==> src/rtl/pong_pkg.sv <==
// ---------------------------------------------------------------------------
// pong_pkg
// Shared types and constants for the Pong game controller.
//   state_t     : top-level game FSM states (encoding is visible on the
//                 controller's `state` output)
//   RGB_*       : background colour per game phase
//   BALL_X0/Y0  : centred ball position, PADDLE_Y0 : centred paddle position
//   in_rect()   : half-open rectangle hit test used by the pixel path
//   state_rgb() : background colour lookup for a game state
// ---------------------------------------------------------------------------
package pong_pkg;

    typedef enum logic [2:0] {
        ST_IDLE     = 3'd0,
        ST_SERVE    = 3'd1,
        ST_PLAY     = 3'd2,
        ST_POINT    = 3'd3,
        ST_GAMEOVER = 3'd4
    } state_t;

    localparam logic [11:0] RGB_IDLE  = 12'h004;
    localparam logic [11:0] RGB_FIELD = 12'h000;
    localparam logic [11:0] RGB_POINT = 12'h400;
    localparam logic [11:0] RGB_OVER  = 12'h040;

    localparam logic [9:0] BALL_X0   = 10'd316;
    localparam logic [9:0] BALL_Y0   = 10'd236;
    localparam logic [9:0] PADDLE_Y0 = 10'd208;

    // [left, left+w) x [top, top+h); 11-bit so left+w cannot wrap
    function automatic logic in_rect(input logic [10:0] px, input logic [10:0] py,
                                     input logic [10:0] left, input logic [10:0] top,
                                     input logic [10:0] w, input logic [10:0] h);
        return (px >= left) && (px < left + w) && (py >= top) && (py < top + h);
    endfunction

    function automatic logic [11:0] state_rgb(input state_t s);
        case (s)
            ST_IDLE:     return RGB_IDLE;
            ST_POINT:    return RGB_POINT;
            ST_GAMEOVER: return RGB_OVER;
            default:     return RGB_FIELD;
        endcase
    endfunction

endpackage

==> src/rtl/pong_game_ctrl_vsync_tick.sv <==
// ---------------------------------------------------------------------------
// vsync_tick
// Brings the VGA vertical sync into the clk domain and marks its falling edge.
//   clk   in  : pixel clock
//   rst   in  : synchronous active-high reset
//   vs_in in  : VS, asynchronous to clk
//   tick  out : one-cycle pulse, 3 clk cycles after the VS falling edge
// ---------------------------------------------------------------------------
module vsync_tick (
    input  logic clk,
    input  logic rst,
    input  logic vs_in,
    output logic tick
);

    logic sync1_q, sync1_d;
    logic sync2_q, sync2_d;
    logic prev_q,  prev_d;
    logic tick_q,  tick_d;

    always_comb begin
        sync1_d = vs_in;
        sync2_d = sync1_q;
        prev_d  = sync2_q;
        tick_d  = prev_q & ~sync2_q;
    end

    // Flops clear to 0 so a VS already high at reset release gives no tick
    always_ff @(posedge clk) begin
        if (rst) begin
            sync1_q <= 1'b0;
            sync2_q <= 1'b0;
            prev_q  <= 1'b0;
            tick_q  <= 1'b0;
        end else begin
            sync1_q <= sync1_d;
            sync2_q <= sync2_d;
            prev_q  <= prev_d;
            tick_q  <= tick_d;
        end
    end

    assign tick = tick_q;

endmodule

==> src/rtl/pong_game_ctrl.sv <==
// ---------------------------------------------------------------------------
// pong_game_ctrl
// Frame-synchronous Pong controller: ball/paddle/score state stepped once per
// frame on the VS tick, plus the registered foreground/background colour path.
//   clk, rst               : pixel clock, synchronous active-high reset
//   vs_in                  : VGA VS (asynchronous)
//   x, y                   : current VGA pixel coordinate
//   start                  : start button (level, sampled on tick)
//   up_l/down_l/up_r/down_r: paddle buttons (level, sampled on tick)
//   pixel                  : paddle or ball at (x,y), one cycle after x/y
//   rgb                    : background colour for the current game state
//   score_l, score_r       : scores
//   state                  : game FSM state encoding
// ---------------------------------------------------------------------------
module pong_game_ctrl
    import pong_pkg::*;
#(
    parameter int unsigned SCREEN_W     = 640,
    parameter int unsigned SCREEN_H     = 480,
    parameter int unsigned PADDLE_W     = 8,
    parameter int unsigned PADDLE_H     = 64,
    parameter int unsigned PADDLE_X_L   = 16,
    parameter int unsigned PADDLE_X_R   = 616,
    parameter int unsigned BALL_SIZE    = 8,
    parameter int unsigned PADDLE_SPEED = 4,
    parameter int unsigned BALL_SPEED   = 2,
    parameter int unsigned WIN_SCORE    = 9,
    parameter int unsigned SERVE_FRAMES = 60,
    parameter int unsigned POINT_FRAMES = 30
) (
    input  logic        clk,
    input  logic        rst,
    input  logic        vs_in,
    input  logic [9:0]  x,
    input  logic [9:0]  y,
    input  logic        start,
    input  logic        up_l,
    input  logic        down_l,
    input  logic        up_r,
    input  logic        down_r,
    output logic        pixel,
    output logic [11:0] rgb,
    output logic [3:0]  score_l,
    output logic [3:0]  score_r,
    output logic [2:0]  state
);

    localparam logic [10:0] SW   = 11'(SCREEN_W);
    localparam logic [10:0] SH   = 11'(SCREEN_H);
    localparam logic [10:0] PW   = 11'(PADDLE_W);
    localparam logic [10:0] PH   = 11'(PADDLE_H);
    localparam logic [10:0] PXL  = 11'(PADDLE_X_L);
    localparam logic [10:0] PXR  = 11'(PADDLE_X_R);
    localparam logic [10:0] BSZ  = 11'(BALL_SIZE);
    localparam logic [10:0] PSPD = 11'(PADDLE_SPEED);
    localparam logic [10:0] BSPD = 11'(BALL_SPEED);
    localparam logic [10:0] PMAX = 11'(SCREEN_H - PADDLE_H);
    localparam logic [3:0]  WIN  = 4'(WIN_SCORE);
    localparam logic [7:0]  SERVE_LD = 8'(SERVE_FRAMES);
    localparam logic [7:0]  POINT_LD = 8'(POINT_FRAMES);

    logic tick;

    vsync_tick u_vsync_tick (
        .clk   (clk),
        .rst   (rst),
        .vs_in (vs_in),
        .tick  (tick)
    );

    state_t      state_q,   state_d;
    logic [3:0]  score_l_q, score_l_d;
    logic [3:0]  score_r_q, score_r_d;
    logic [9:0]  pl_y_q,    pl_y_d;
    logic [9:0]  pr_y_q,    pr_y_d;
    logic [9:0]  bx_q,      bx_d;
    logic [9:0]  by_q,      by_d;
    logic        dx_q,      dx_d;      // 1 = moving right
    logic        dy_q,      dy_d;      // 1 = moving down
    logic        serve_q,   serve_d;   // 1 = serve to the right
    logic [7:0]  cnt_q,     cnt_d;
    logic        pixel_q,   pixel_d;
    logic [11:0] rgb_q,     rgb_d;

    function automatic logic [9:0] paddle_step(input logic [9:0] py,
                                               input logic up, input logic dn);
        logic [10:0] p;
        p = {1'b0, py};
        if (up && !dn) begin
            p = (p < PSPD) ? '0 : p - PSPD;
        end else if (dn && !up) begin
            p = (p + PSPD > PMAX) ? PMAX : p + PSPD;
        end
        return 10'(p);
    endfunction

    function automatic logic [3:0] sat_inc(input logic [3:0] s);
        return (s == 4'hF) ? s : s + 4'd1;
    endfunction

    logic [10:0] bx_w, by_w, pl_w, pr_w;
    logic [9:0]  pl_next, pr_next, bx_move, by_move;
    logic        dx_move, dy_move;
    logic        overlap_l, overlap_r, hit_l, hit_r, miss_l, miss_r;

    always_comb begin
        bx_w = {1'b0, bx_q};
        by_w = {1'b0, by_q};
        pl_w = {1'b0, pl_y_q};
        pr_w = {1'b0, pr_y_q};

        pl_next = paddle_step(pl_y_q, up_l, down_l);
        pr_next = paddle_step(pr_y_q, up_r, down_r);

        // Y axis: walls clamp the ball flush and flip direction
        if (!dy_q) begin
            if (by_w < BSPD) begin
                by_move = '0;
                dy_move = 1'b1;
            end else begin
                by_move = 10'(by_w - BSPD);
                dy_move = 1'b0;
            end
        end else if (by_w + BSZ + BSPD > SH) begin
            by_move = 10'(SH - BSZ);
            dy_move = 1'b0;
        end else begin
            by_move = 10'(by_w + BSPD);
            dy_move = 1'b1;
        end

        // X axis uses the pre-update paddle and ball rows
        overlap_l = (by_w + BSZ > pl_w) && (by_w < pl_w + PH);
        overlap_r = (by_w + BSZ > pr_w) && (by_w < pr_w + PH);
        hit_l  = !dx_q && (bx_w >= PXL + PW) && (bx_w - BSPD < PXL + PW) && overlap_l;
        hit_r  =  dx_q && (bx_w + BSZ <= PXR) && (bx_w + BSZ + BSPD > PXR) && overlap_r;
        miss_l = !dx_q && !hit_l && (bx_w < BSPD);
        miss_r =  dx_q && !hit_r && (bx_w + BSZ + BSPD > SW);

        if (hit_l) begin
            bx_move = 10'(PXL + PW);
            dx_move = 1'b1;
        end else if (hit_r) begin
            bx_move = 10'(PXR - BSZ);
            dx_move = 1'b0;
        end else begin
            bx_move = dx_q ? 10'(bx_w + BSPD) : 10'(bx_w - BSPD);
            dx_move = dx_q;
        end

        state_d   = state_q;
        score_l_d = score_l_q;
        score_r_d = score_r_q;
        pl_y_d    = pl_y_q;
        pr_y_d    = pr_y_q;
        bx_d      = bx_q;
        by_d      = by_q;
        dx_d      = dx_q;
        dy_d      = dy_q;
        serve_d   = serve_q;
        cnt_d     = cnt_q;

        if (tick) begin
            case (state_q)
                ST_IDLE: begin
                    if (start) begin
                        state_d = ST_SERVE;
                        cnt_d   = SERVE_LD;
                    end
                end
                ST_SERVE: begin
                    pl_y_d = pl_next;
                    pr_y_d = pr_next;
                    cnt_d  = cnt_q - 8'd1;
                    if (cnt_q <= 8'd1) begin
                        state_d = ST_PLAY;
                        dx_d    = serve_q;
                        dy_d    = 1'b1;
                    end
                end
                ST_PLAY: begin
                    pl_y_d = pl_next;
                    pr_y_d = pr_next;
                    bx_d   = bx_move;
                    by_d   = by_move;
                    dx_d   = dx_move;
                    dy_d   = dy_move;
                    // Serve goes back toward whoever conceded
                    if (miss_l || miss_r) begin
                        if (miss_l) score_r_d = sat_inc(score_r_q);
                        else        score_l_d = sat_inc(score_l_q);
                        serve_d = miss_r;
                        bx_d    = BALL_X0;
                        by_d    = BALL_Y0;
                        state_d = ST_POINT;
                        cnt_d   = POINT_LD;
                    end
                end
                ST_POINT: begin
                    cnt_d = cnt_q - 8'd1;
                    if (cnt_q <= 8'd1) begin
                        if (score_l_q == WIN || score_r_q == WIN) begin
                            state_d = ST_GAMEOVER;
                        end else begin
                            state_d = ST_SERVE;
                            cnt_d   = SERVE_LD;
                        end
                    end
                end
                ST_GAMEOVER: begin
                    if (start) begin
                        score_l_d = '0;
                        score_r_d = '0;
                        state_d   = ST_SERVE;
                        cnt_d     = SERVE_LD;
                    end
                end
                default: state_d = ST_IDLE;
            endcase
        end

        pixel_d = in_rect({1'b0, x}, {1'b0, y}, PXL, pl_w, PW, PH)
                | in_rect({1'b0, x}, {1'b0, y}, PXR, pr_w, PW, PH)
                | in_rect({1'b0, x}, {1'b0, y}, bx_w, by_w, BSZ, BSZ);
        rgb_d   = state_rgb(state_q);
    end

    always_ff @(posedge clk) begin
        if (rst) begin
            state_q   <= ST_IDLE;
            score_l_q <= '0;
            score_r_q <= '0;
            pl_y_q    <= PADDLE_Y0;
            pr_y_q    <= PADDLE_Y0;
            bx_q      <= BALL_X0;
            by_q      <= BALL_Y0;
            dx_q      <= 1'b1;
            dy_q      <= 1'b1;
            serve_q   <= 1'b1;
            cnt_q     <= '0;
            pixel_q   <= 1'b0;
            rgb_q     <= '0;
        end else begin
            state_q   <= state_d;
            score_l_q <= score_l_d;
            score_r_q <= score_r_d;
            pl_y_q    <= pl_y_d;
            pr_y_q    <= pr_y_d;
            bx_q      <= bx_d;
            by_q      <= by_d;
            dx_q      <= dx_d;
            dy_q      <= dy_d;
            serve_q   <= serve_d;
            cnt_q     <= cnt_d;
            pixel_q   <= pixel_d;
            rgb_q     <= rgb_d;
        end
    end

    assign pixel   = pixel_q;
    assign rgb     = rgb_q;
    assign score_l = score_l_q;
    assign score_r = score_r_q;
    assign state   = state_q;

endmodule

==> config.mk <==
export PLATFORM = sky130hd
export DESIGN_NAME = pong_game_ctrl
export DESIGN_NICKNAME = d
export VERILOG_FILES = /design/src/rtl/pong_pkg.sv /design/src/rtl/pong_game_ctrl_vsync_tick.sv /design/src/rtl/pong_game_ctrl.sv
export SDC_FILE = /design/constraint.sdc
export NUM_CORES = 1
export LEC_CHECK = 0
export BUFFER_PORTS_ARGS = -buffer_cell sky130_fd_sc_hd__buf_2
export CAP_MARGIN = 5
export CORE_AREA = 3 3 114 116
export CTS_CLUSTER_SIZE = 20
export DETAILED_ROUTE_END_ITERATION = 8
export DIE_AREA = 0 0 117 119
export HOLD_SLACK_MARGIN = 0.12
export PLACE_DENSITY = 0.78
export SETUP_SLACK_MARGIN = 0.5
export SLEW_MARGIN = 20
export SYNTH_ARGS = -nofsm -noshare
export SYNTH_HDL_FRONTEND = slang
export SYNTH_HIERARCHICAL = 1
export SYNTH_SLANG_ARGS = --single-unit
==> constraint.sdc <==
create_clock -name clk -period 4.2 [get_ports clk]
set_input_delay 0.21 -clock clk [delete_from_list [all_inputs] [get_ports clk]]
set_output_delay 0.21 -clock clk [all_outputs]
set_load 0.05 [all_outputs]
Word-level counts from Yosys, hierarchy flattened
Cells that the tools add are included.
{ "word_totals": {"reg_bits": 79, "in_bits": 28, "out_inout_bits": 24, "word_cells": 183} }
{ "classes": {"n_addsub": 17, "order_cmp": 29, "eq_ne": 18, "mux": 46, "bitwise": 4, "reduce_logical": 52} }
{ "ops": {"columns": ["op", "n"], "rows": [
  ["2-to-1 mux 10 bit", 16],
  ["< comparator 10 x 11 -> 1 bit", 6],
  ["greater-or-equal comparator 10 bit", 4],
  ["> comparator 11 x 9 -> 1 bit (second input constant)", 3],
  ["one-hot mux 11 bit (3 select lines)", 1],
  ["2-to-1 mux 8 bit", 4],
  ["one-hot mux 8 bit (4 select lines)", 1],
  ["2-to-1 mux 4 bit", 7],
  ["logical AND 1 bit", 25],
  ["adder 10 x 3 -> 11 bit (second input constant)", 2],
  ["adder 10 x 4 -> 11 bit (second input constant)", 2],
  ["adder 10 x 7 -> 11 bit (second input constant)", 2],
  ["adder 11 x 2 -> 11 bit (second input constant)", 2],
  ["> comparator 11 x 10 -> 1 bit", 2],
  ["> comparator 11 x 10 -> 1 bit (second input constant)", 2],
  ["adder 10 x 2 -> 10 bit (second input constant)", 2],
  ["greater-or-equal comparator 10 x 5 -> 1 bit (second input constant)", 2],
  ["< comparator 10 x 2 -> 1 bit (second input constant)", 2],
  ["< comparator 10 x 3 -> 1 bit (second input constant)", 2],
  ["subtractor 10 x 3 -> 10 bit (second input constant)", 2],
  ["== test 4 bit (second input constant)", 4],
  ["!= test 2 bit (second input constant)", 8],
  ["one-hot mux 4 bit (2 select lines)", 2],
  ["2-to-1 mux 3 bit", 5],
  ["32 further kinds", 58]
]} }

Longest topological paths before layout
{ "logic_depth": {"ltp_word": 11, "depth_mapped": 17, "ltp_nobuf": 15} }

Modules after synthesis
The synthesis kept the hierarchy.
{ "modules_own_cells": {"columns": ["module", "instances", "cells_each", "area_per_inst_um2", "seq_area_each_um2"], "rows": [
  ["pong_game_ctrl", 1, 955, 7059.3, 1201.2],
  ["vsync_tick", 1, 8, 111.4, 80.1]
]} }

Least setup slack after synthesis
Ideal clock, no wire load.
{ "synth_path": {"kind": "register -> register", "startpoint": "register by_q[5]", "endpoint": "register cnt_q[2]", "setup_time_ns": 0.088, "arrival_ns": 3.226, "required_ns": 4.112, "setup_slack_ns": 0.886, "stages_incl_launch_ff": 17, "n_path_buf": 1, "synth_period_minus_slack_ns": 3.314, "cell_sequence": "dfxtp_1 buf_2 and2_2 and4_4 xnor2_1 inv_1 ha_1 a21o_1 a21oi_1 a21oi_1 a21oi_1 or3_1 or3_4 a21bo_4 a21oi_4 nor3_2 a311oi_2"} }
{ "synth_via": {"elab_chain_len": 10, "elab_cells_between_ends": 18, "classes_between": "add/sub (1); order compare (4); eq/ne (1); reduce/logical (12)"} }
{ "synth_lines": {"columns": ["item", "line_no", "text"], "rows": [
  ["start: declaration", "pong_game_ctrl.sv:77", "logic [9:0] by_q, by_d;"],
  ["start signal: assignment", "pong_game_ctrl.sv:250", "by_q <= by_d;"],
  ["adder 10 x 4 -> 11 bit", "pong_game_ctrl.sv:133, pong_game_ctrl.sv:134", null],
  ["> comparator 11 x 10 -> 1 bit (on tied branches)", "pong_game_ctrl.sv:133, pong_game_ctrl.sv:134", null],
  ["logical AND 1 bit (on tied branches)", "pong_game_ctrl.sv:133, pong_game_ctrl.sv:134", null],
  ["logical AND 1 bit (on tied branches)", "pong_game_ctrl.sv:135, pong_game_ctrl.sv:136", null],
  ["zero test 1 bit (on tied branches)", "pong_game_ctrl.sv:137, pong_game_ctrl.sv:138", null],
  ["logical AND 1 bit (on tied branches) (2 in series)", "pong_game_ctrl.sv:137, pong_game_ctrl.sv:138", null],
  ["logical OR 1 bit *", "pong_game_ctrl.sv:189", "if (miss_l || miss_r) begin"],
  ["!= test 2 bit (no line) *", null, null],
  ["AND reduction 4 bit (no line) *", null, null],
  ["end signal: assignment", "pong_game_ctrl.sv:254", "cnt_q <= cnt_d;"],
  ["end: declaration", "pong_game_ctrl.sv:81", "logic [7:0] cnt_q, cnt_d;"]
]} }
Every way passes the cells marked *; elsewhere a longest branch is shown, timed or not.
A chain may end at the register's enable or synchronous reset.

Worst setup path in the final report
{ "layout_path": {"startpoint": "register by_q[4]", "endpoint": "register cnt_q[2]"} }
The elaborated chain is that of the path after synthesis.

==> flow_summary_export.csv <==
group,metric,value,unit
run_status,status,"finished, final reports clean",
placed_design,hpwlAfterDp,14640,um
drt,vias,7365,
run,cap_violations,0,
drt,dr.pass1.iters,5,
drt,routed_wl,19620,um
die,die_area,13920,um2
sta,fin_tns_setup,0,ns
grt,track_usage,0.2825,
critical_path,endpoint_kind,"register",
sta,worst_pin_slew,1.071,ns
critical_path,arrival,3.81,ns
synth,synth_top_area_share,0.2007,
grt,use_met3,0.04167,
synth,synth_cell_types,85,
cells_and_area,drive_above_1_share,0.1068,
clocking,htreeDepth,3,
sta,rsz0062_at_grt,"false",
sta,clock.fmax,281.4,MHz
grt,globalRouteMet2Util,0.4371,
drt,wl_per_cell,17.07,um
synth,synth_area_leaders,"ha_1, dfxtp_1, a21oi_1, o21ai_0, nand2_1",
clocking,cts-root-buf,"clkbuf_16",
drt,vias_per_cell,6.410,
cells_and_area,diodes,0,
synth,synthFlopType,"dfxtp_1",
grt,grt_use_met1,0.3946,
synth,syn_avg_cell_area,7.446,um2
synth,yosysTopAreaCell,"ha_1",
power,total_power,1.614,mW
power,p_leak,3.322,nW
cells_and_area,layout.nets,1140,
critical_path,r2r_setup_slack,0.65,ns
sta,setup_viol,0,
drt,drt-initial-drc-count,754,
sta,period_needed,3.553,ns
die,rows,40,
die,core,12010,um2
synth,ys_ff_latch,64,
clocking,cts_setup_buffers,0,
critical_path,worstSetupStartpointType,"register",
clocking,clk_pin_slew,0.06,ns
grt,gr-max-usage-layer,"met2",
placed_design,io_buffers,40,
drt,postRouteAntennaNets,0,
die,io_pins,52,
synth,syn_area,7171,um2
clocking,cts_made_buffers,9,
clocking,clockBufferDepth,2,
critical_path,ff2ff_path_depth,15,
grt,grt_pass1_wl,32460,um
synth,synth-async-reset-ratio,0,
drt,remaining_drc_errors,0,
clocking,cts_tree,"yes",
sta,finalHoldViolations,0,
die,start_util,0.5970,
grt,overflow,0,
die,die_w,117,um
grt,grt_pass1_vias,6678,
critical_path,critPathKind,"register to register",
hold_path,min_path_cells,5,
sta,drv_slew,0,
sta,period_share,0.8460,
grt,grt_max_degree,40,
hold_path,hold_class,"primary input to register",
sta,skew,0.007881,ns
synth,syn_inst,963,
clocking,clock_sinks,64,
grt,antenna_found_initial,0,
die,die_h,119,um
placed_design,gp_congestion,0.9955,
power,powerDensity,205.5,nW/um2
synth,yosysSeqAreaShare,0.1787,
power,ir_drop,210.8,uV
synth,yosys_warnings,6,
critical_path,required,4.46,ns
clocking,insertion_delay,0.34,ns
critical_path,critical_path_peak_fanout,7,
sta,max-slew-margin-rel,0.2835,
cells_and_area,area_growth,9.510,%
synth,synth_edf_count,0,
==> layout by cell type (no fill, tap or decap), types with 10 or more instances in the layout <==
cell,n
nor3_1,30
nand2_1,84
a211oi_1,10
dfxtp_1,61
nand3_1,49
ha_1,114
buf_2,40
a21oi_1,80
o211ai_1,12
xnor2_1,26
and3_1,10
o21a_1,13
o21ai_0,65
o31ai_1,10
inv_1,62
nand2b_1,14
buf_4,20
a31oi_1,11
nor2_1,78
==> synth_stat cells (8+ instances only) <==
library cell,count
nor4_1,9
o21a_1,13
a211oi_1,10
dfxtp_1,64
nand2b_1,14
a21o_1,8
ha_1,115
and3_1,10
nor2b_1,9
buf_4,11
o221ai_1,8
clkbuf_1,28
a21oi_1,80
a31oi_1,11
nand2_1,84
nor2_1,78
xnor2_1,28
nand3_1,49
inv_1,62
o31ai_1,10
nor3_1,30
o211ai_1,12
o22ai_1,9
o21ai_0,66
==> power breakdown <==
part / switching, mW / internal, mW / total [mW]
clock network: 0.321 / 0.424 / 0.745
registers: 0.0142 / 0.613 / 0.628
logic: 0.154 / 0.0862 / 0.241
total: 0.490 / 1.12 / 1.61
==> area by class of cell <==
type                    count  area (um2)
clock buffers              10       239.0
clock inverters             6       51.30
fillers                  1084        4159
inverters                  66       247.7
multi-input cells         795        5483
flip-flops and latches     64        1287
well taps                 147       183.9
repair buffers             61       360.3
==> flip-flops by register name, indices dropped and copies added (netlist names) <==
register / cells
u_vsync_tick/prev_d: 1
u_vsync_tick/prev_q: 1
rgb: 3
score_r: 4
u_vsync_tick/sync1_q: 1
bx_q: 9
u_vsync_tick/tick: 1
by_q: 9
dx_q: 1
pixel: 1
state: 3
pl_y_q: 8
cnt_q: 8
serve_q: 1
dy_q: 1
score_l: 4
pr_y_q: 8
==> stage by stage <==
stage,utilization,setup slack (ns),hold WS (ns),area [um2],cells
global route,0.6538,0.4974,0.4126,7853,1149
finish,0.6538,0.6468,0.3850,7853,1149
floorplan,-,0.8855,0.2807,7201,971
global placement,0.6255,0.6038,0.4171,7513,1132
detailed placement,0.6255,0.5613,0.4213,7513,1132
CTS,0.6505,0.5661,0.3769,7814,1149
==> cells by family after synthesis <==
kind of cell / share of synthesized area
simple gates: 0.2305
fa+ha+maj: 0.2021
buf+inv: 0.06543
mux: 0.006980
flops: 0.1787
xor+xnor: 0.03909
other cells: 0.0005230
compound gates: 0.2767
==> layer usage <==
metal | share of wire | vias to the layer above
met2 | 0.46 | 272
li1 | - | 3617
met1 | 0.46 | 3443
met5 | 0 | -
met3 | 0.069 | 33
met4 | 0.020 | 0
==> what timing repair did <==
item                                   in CTS  in global routing
resized for setup                           0                 10
setup endpoints to repair                   0                 25
endpoints found under the hold margin       1                  0
hold buffers                                1                  0
==> final timing paths <==
path                       start           endpoint
max reg2reg              by_q[4]           cnt_q[2]
min                        start           state[0]
max                      by_q[4]           cnt_q[2]
min reg2reg  u_vsync_tick/prev_d  u_vsync_tick/tick
==> critical path: stages, from the launching register on <==
cell and delay, ns:
dfxtp_1 0.47, buf_4 0.20, nand3_1 0.11, xnor2_1 0.19, buf_4 0.18, ha_1 0.24
nand3_1 0.12, nor4_1 0.06, a21oi_1 0.13, a21oi_1 0.10, or3_1 0.35, or3_4 0.38
a21bo_4 0.29, a21oi_4 0.24, nor3_2 0.11, a311oi_2 0.28
No activity file was read; power rests on OpenSTA's default activity.
